--- src/rtl/snn_aer_pkg.sv ---
// ---------------------------------------------------------------------------
// snn_aer_pkg
//   Shared types and constants for the AER transmit path between the pixel
//   encoder and the SNN core.
//   - aer_tx_state_t : handshake FSM state (4-bit encoding)
//   - AER_ADDR_W     : AER address width
//   - AER_RST_CODE   : reset-sequence address, also emitted by the encoder
// ---------------------------------------------------------------------------
package snn_aer_pkg;

    localparam int AER_ADDR_W = 10;

    localparam logic [AER_ADDR_W-1:0] AER_RST_CODE = 10'h1FF;

    typedef enum logic [3:0] {
        ST_IDLE   = 4'd0,
        ST_ARMED  = 4'd1,
        ST_SETUP  = 4'd2,
        ST_REQ_HI = 4'd3,
        ST_REQ_LO = 4'd4
    } aer_tx_state_t;

endpackage

--- src/rtl/aer_sync.sv ---
// ---------------------------------------------------------------------------
// aer_sync
//   Multi-flop synchroniser for a single asynchronous level (AER ACK).
//   Ports:
//     i_clk   : destination clock
//     i_rst_n : synchronous active-low reset, clears every stage
//     i_d     : asynchronous input level
//     o_q     : synchronised level, SYNC_STAGES edges behind i_d
// ---------------------------------------------------------------------------
module aer_sync #(
    parameter int SYNC_STAGES = 2   // >= 2
) (
    input  logic i_clk,
    input  logic i_rst_n,
    input  logic i_d,
    output logic o_q
);

    logic [SYNC_STAGES-1:0] r_sync;

    always_ff @(posedge i_clk) begin
        if (!i_rst_n) begin
            r_sync <= '0;
        end else begin
            r_sync <= {r_sync[SYNC_STAGES-2:0], i_d};
        end
    end

    assign o_q = r_sync[SYNC_STAGES-1];

endmodule

--- src/rtl/aer_tx_ctrl.sv ---
// ---------------------------------------------------------------------------
// aer_tx_ctrl
//   Takes the index the pixel encoder presents with FOUND_NEXT_INDEX and
//   sends it to the SNN core over a 4-phase REQ/ACK AER bus. Supervises each
//   handshake phase with a timeout and counts completed events.
//   Ports:
//     CLK, RST_N        : clock, synchronous active-low reset
//     NEXT_INDEX        : address from the encoder
//     FOUND_NEXT_INDEX  : encoder strobe (index valid on its last high cycle)
//     BUSY              : high in every state but IDLE (encoder back-pressure)
//     AERIN_ADDR        : AER address bus
//     AERIN_REQ         : AER request
//     AERIN_ACK         : AER acknowledge, asynchronous to CLK
//     CLR_ERR           : clears TIMEOUT_ERR
//     TIMEOUT_ERR       : sticky handshake-phase timeout flag
//     EVENT_CNT         : completed handshakes, saturating
// ---------------------------------------------------------------------------
module aer_tx_ctrl
    import snn_aer_pkg::*;
#(
    parameter int ADDR_W         = AER_ADDR_W,
    parameter int SETUP_CYCLES   = 2,     // >= 1
    parameter int TIMEOUT_CYCLES = 1024,
    parameter int SYNC_STAGES    = 2,     // >= 2
    parameter int CNT_W          = 16
) (
    input  logic              CLK,
    input  logic              RST_N,
    input  logic [ADDR_W-1:0] NEXT_INDEX,
    input  logic              FOUND_NEXT_INDEX,
    output logic              BUSY,
    output logic [ADDR_W-1:0] AERIN_ADDR,
    output logic              AERIN_REQ,
    input  logic              AERIN_ACK,
    input  logic              CLR_ERR,
    output logic              TIMEOUT_ERR,
    output logic [CNT_W-1:0]  EVENT_CNT
);

    // One counter serves both the setup delay and the phase timeout, so it
    // must be wide enough for whichever limit is larger.
    localparam int TO_W = $clog2(TIMEOUT_CYCLES + 1);
    localparam int SU_W = $clog2(SETUP_CYCLES + 1);
    localparam int PH_W = (TO_W > SU_W) ? TO_W : SU_W;

    aer_tx_state_t     r_state;
    logic [ADDR_W-1:0] r_addr;
    logic              r_req;
    logic [PH_W-1:0]   r_ph_cnt;
    logic              r_err;
    logic [CNT_W-1:0]  r_evt_cnt;

    logic w_ack_s;
    logic w_setup_done;
    logic w_timeout;

    aer_sync #(
        .SYNC_STAGES(SYNC_STAGES)
    ) u_ack_sync (
        .i_clk  (CLK),
        .i_rst_n(RST_N),
        .i_d    (AERIN_ACK),
        .o_q    (w_ack_s)
    );

    // Counter is cleared on phase entry, so value k marks the (k+1)-th cycle.
    assign w_setup_done = (r_ph_cnt == PH_W'(SETUP_CYCLES - 1));
    assign w_timeout    = (r_ph_cnt == PH_W'(TIMEOUT_CYCLES - 1));

    always_ff @(posedge CLK) begin
        if (!RST_N) begin
            r_state   <= ST_IDLE;
            r_addr    <= '0;
            r_req     <= 1'b0;
            r_ph_cnt  <= '0;
            r_err     <= 1'b0;
            r_evt_cnt <= '0;
        end else begin
            // Clear first so a timeout set later in this block wins.
            if (CLR_ERR) r_err <= 1'b0;

            case (r_state)
                ST_IDLE: begin
                    if (FOUND_NEXT_INDEX) begin
                        r_addr  <= NEXT_INDEX;
                        r_state <= ST_ARMED;
                    end
                end

                // Encoder index is only valid on the final strobe cycle, so
                // keep reloading until the strobe drops.
                ST_ARMED: begin
                    if (FOUND_NEXT_INDEX) begin
                        r_addr <= NEXT_INDEX;
                    end else begin
                        r_ph_cnt <= '0;
                        r_state  <= ST_SETUP;
                    end
                end

                ST_SETUP: begin
                    if (w_setup_done) begin
                        r_ph_cnt <= '0;
                        r_req    <= 1'b1;
                        r_state  <= ST_REQ_HI;
                    end else begin
                        r_ph_cnt <= r_ph_cnt + PH_W'(1);
                    end
                end

                ST_REQ_HI: begin
                    if (w_ack_s) begin
                        r_ph_cnt <= '0;
                        r_req    <= 1'b0;
                        r_state  <= ST_REQ_LO;
                    end else if (w_timeout) begin
                        r_err   <= 1'b1;
                        r_req   <= 1'b0;
                        r_state <= ST_IDLE;
                    end else begin
                        r_ph_cnt <= r_ph_cnt + PH_W'(1);
                    end
                end

                ST_REQ_LO: begin
                    if (!w_ack_s) begin
                        if (r_evt_cnt != '1) r_evt_cnt <= r_evt_cnt + CNT_W'(1);
                        r_state <= ST_IDLE;
                    end else if (w_timeout) begin
                        r_err   <= 1'b1;
                        r_state <= ST_IDLE;
                    end else begin
                        r_ph_cnt <= r_ph_cnt + PH_W'(1);
                    end
                end

                default: begin
                    r_req   <= 1'b0;
                    r_state <= ST_IDLE;
                end
            endcase
        end
    end

    assign BUSY        = (r_state != ST_IDLE);
    assign AERIN_ADDR  = r_addr;
    assign AERIN_REQ   = r_req;
    assign TIMEOUT_ERR = r_err;
    assign EVENT_CNT   = r_evt_cnt;

endmodule

--- config.mk ---
export PLATFORM = sky130hd
export DESIGN_NAME = aer_tx_ctrl
export DESIGN_NICKNAME = d
export VERILOG_FILES = /design/src/rtl/snn_aer_pkg.sv /design/src/rtl/aer_sync.sv /design/src/rtl/aer_tx_ctrl.sv
export SDC_FILE = /design/constraint.sdc
export NUM_CORES = 1
export LEC_CHECK = 0
export ABC_AREA = 1
export BUFFER_PORTS_ARGS = -buffer_cell sky130_fd_sc_hd__buf_4
export CORE_MARGIN = 2
export CORE_UTILIZATION = 55
export DETAILED_ROUTE_END_ITERATION = 16
export PLACE_DENSITY = 0.85
export SLEW_MARGIN = 20
export SYNTH_ARGS = -nofsm -noshare
export SYNTH_HDL_FRONTEND = slang
export SYNTH_HIERARCHICAL = 1
export SYNTH_SLANG_ARGS = --single-unit
--- constraint.sdc ---
create_clock -name CLK -period 1.8 [get_ports CLK]
set_clock_uncertainty 0.05 [all_clocks]
set_input_delay 0 -clock CLK [delete_from_list [all_inputs] [get_ports CLK]]
set_output_delay 0 -clock CLK [all_outputs]
set_load 0.005 [all_outputs]
==> impl_metrics.py <==
metrics = {
    "status": {
        "status": "complete, no violations",
    },
    "cells_and_area": {
        "fill_cells": 317,
        "seqCellArea_um2": 902,
        "final_common_cell": "nand2_1",
        "syn2layout_area_growth_pct": 28.6,
        "drive_above_1_share": 0.198,
        "multi_input_area_mm2": 0.00132,
        "nets": 448,
        "diodes": 0,
        "final_cell_mix": "97 x nand2_1, 53 x buf_4, 44 x dfxtp_1",
    },
    "worst_setup_path": {
        "cp_slowest_stage_delay_ns": 0.34,
        "critPathArrivalTime_ns": 1.81,
        "required_ns": 1.93,
        "path_buf_inv": 1,
        "critPathKind": "flip-flop to flip-flop",
        "crit_path_frequent_cell": "nand2_1",
        "start_kind": "flip-flop",
        "path_cells": "ha_1 -> nand2_1 -> inv_1 -> nand2_1 -> nor2_4 -> a21oi_4 -> nand3_1 -> o21ai_0 -> nor2_1",
        "path_max_fanout": 9,
        "critPathCaptureType": "flip-flop",
        "cp_top_family": "simple AND/OR/NAND/NOR gates",
        "critPathSlowestCell": "dfxtp_1",
    },
    "sta": {
        "max_clock_freq_mhz": 595,
        "timing.final.crit_share": 0.933,
        "fin_hold_ws_ns": 0.368,
        "report.final.slew_viol_count": 0,
        "hold_viol": 0,
        "post-route-min-period_ns": 1.68,
        "setup_viol": 0,
        "fin_setup_tns_ns": 0,
    },
    "global_route": {
        "grt_pass1_wl_um": 10200,
        "track_usage": 0.251,
        "grt_max_degree": 19,
        "antenna_found_initial": 0,
        "grt_pass1_vias": 2324,
        "grt-ovfl-total": 0,
    },
    "placement": {
        "gp_congestion": 0.943,
        "port_buffers": 43,
        "place_hpwl_um": 4230,
    },
    "floorplan": {
        "fp.dieW_um": 70.0,
        "rows": 23,
        "core_mm2": 0.00409,
        "ios": 44,
        "die-area_mm2": 0.00490,
        "initial_core_util": 0.586,
        "die_h_um": 70.0,
    },
    "clock_network": {
        "clkTransAtPathRegs_ns": 0.09,
        "cts-root-buf": "clkbuf_8",
        "clock_path_buffers": 2,
        "tritoncts": "yes",
        "cts_sinks": 45,
        "clock_latency_ns": 0.30,
        "htreeDepth": 2,
        "cts_buffers": 5,
    },
    "logic_synthesis": {
        "synth_edf_count": 0,
        "ys.flop_type": "dfxtp_1",
        "synthDistinctLibCells": 30,
        "ys_seq_area_frac": 0.376,
        "synth_top_cell_area_share": 0.376,
        "synthCells": 362,
        "yosys.area.top_type": "dfxtp_1",
        "synth_nets": 380,
        "netlist_area_mm2": 0.00239,
        "ys.warnings.count": 6,
        "synth_seq_cells": 45,
        "syn_avg_cell_area_um2": 6.62,
        "ys_top_cells_by_area": "dfxtp_1 38%, nand2_1 15%, nand3_1 8.2%",
        "synth-async-reset-ratio": 0,
    },
    "routing": {
        "remaining_drc_errors": 0,
        "routedWlPerCell_um": 12.7,
        "drt_iter0_drc": 194,
        "ant_nets": 0,
        "vias_per_cell": 5.28,
        "drt-pass1-iter-count": 4,
        "finalWirelength_um": 6100,
        "dr_total_vias": 2533,
    },
    "power": {
        "power_density_mw_per_mm2": 607,
        "p_leak_uw": 0.00130,
        "max-vdd-ir-drop_v": 0.000423,
    },
    "min_path": {
        "hold_path_class": "flip-flop to flip-flop",
    },
    "job": {
        "cap_violations": 0,
    },
}
-- path summary, 6_finish.rpt --
| check | startpoint | end | slack, ns | depth (start not counted) |
|---|---|---|---|---|
| setup / recovery | EVENT_CNT[1]$_SDFFE_PN0P_ | EVENT_CNT[12]$_SDFFE_PN0P_ | 0.12 | 9 |
| hold / removal | u_ack_sync/r_sync[0]$_SDFF_PN0_ | u_ack_sync/r_sync[1]$_SDFF_PN0_ | 0.37 | 2 |
| setup reg to reg | EVENT_CNT[1]$_SDFFE_PN0P_ | EVENT_CNT[12]$_SDFFE_PN0P_ | 0.12 | 9 |
| hold reg to reg | u_ack_sync/r_sync[0]$_SDFF_PN0_ | u_ack_sync/r_sync[1]$_SDFF_PN0_ | 0.37 | 2 |
-- kinds of logic after synthesis --
kind of cell             share of synthesized area
AO/OA/AOI/OAI                                0.120
XOR/XNOR                                    0.0293
adder cells (fa/ha/maj)                     0.0157
buffers and inverters                       0.0831
flip-flops                                   0.376
other                                      0.00157
AND/OR/NAND/NOR                              0.375
-- synthesized netlist by cell type (2+ instances only) --
master,count
nand2_1,97
dfxtp_1,45
nand3_1,39
nor2_1,37
a21oi_1,36
inv_1,36
nand4_1,8
o21ai_0,7
nor2_2,6
o21ai_1,6
inv_2,5
xnor2_1,4
xor2_1,4
buf_2,3
clkbuf_1,3
ha_1,3
nand2_2,3
nor3_1,3
a21oi_2,2
clkinv_1,2
nand3b_1,2
nor2_4,2
o21bai_1,2
-- registers in the layout, indices dropped and copies added, names as in the netlist --
name and flops:
TIMEOUT_ERR 1, r_ph_cnt 11, EVENT_CNT 16, AERIN_REQ 1, u_ack_sync/r_sync 2, AERIN_ADDR 10, r_state 4
-- power breakdown --
group | switching, µW | total [µW] | leakage (µW) | internal (µW)
Sequential | 14.4 | 1030 | 0.000365 | 1010
Combinational | 106 | 200 | 0.000891 | 93.4
Clock | 338 | 642 | 0.0000433 | 304
-- cell type report --
| type | count | share of cell area |
|---|---|---|
| sequential | 45 | 0.293 |
| clock buffer | 6 | 0.0268 |
| multi-input combinational | 267 | 0.427 |
| clock inverter | 1 | 0.00244 |
| timing repair buffer | 68 | 0.178 |
| tap | 50 | 0.0203 |
| inverter | 43 | 0.0524 |
-- worst reg2reg max path, stage by stage, from the launching register on --
cell and delay, ns:
dfxtp_1 0.34, ha_1 0.21, nand2_1 0.10, inv_1 0.05, nand2_1 0.13, nor2_4 0.07, a21oi_4 0.23, nand3_1 0.12
o21ai_0 0.21, nor2_1 0.06
-- per-layer routing --
metal | global-route usage | vias up | wire, µm
li1 | - | 1299 | -
met1 | 0.328 | 1149 | 2730
met2 | 0.432 | 77 | 3000
met3 | 0.0418 | 8 | 291
met4 | 0.0641 | 0 | 77
met5 | 0 | - | 0
-- metrics by stage --
stage	power, µW	instance area (µm²)	utilization	std cells	worst slack, ns
after detailed placement	1220	2810	0.688	457	0.0758
after CTS	1870	3050	0.746	479	0.0317
after global placement	1210	2810	0.688	457	0.141
after floorplan	1140	2390	-	362	0.287
final	1870	3080	0.754	480	0.120
after global routing	1940	3080	0.754	480	-0.0374
-- what timing repair did --
item	CTS	global route
hold buffers	15	0
endpoints found under the setup margin	0	16
endpoints found under the hold margin	20	0
buffers inserted	0	1
gates resized for setup	0	5
(Power assumes the default switching activity.)
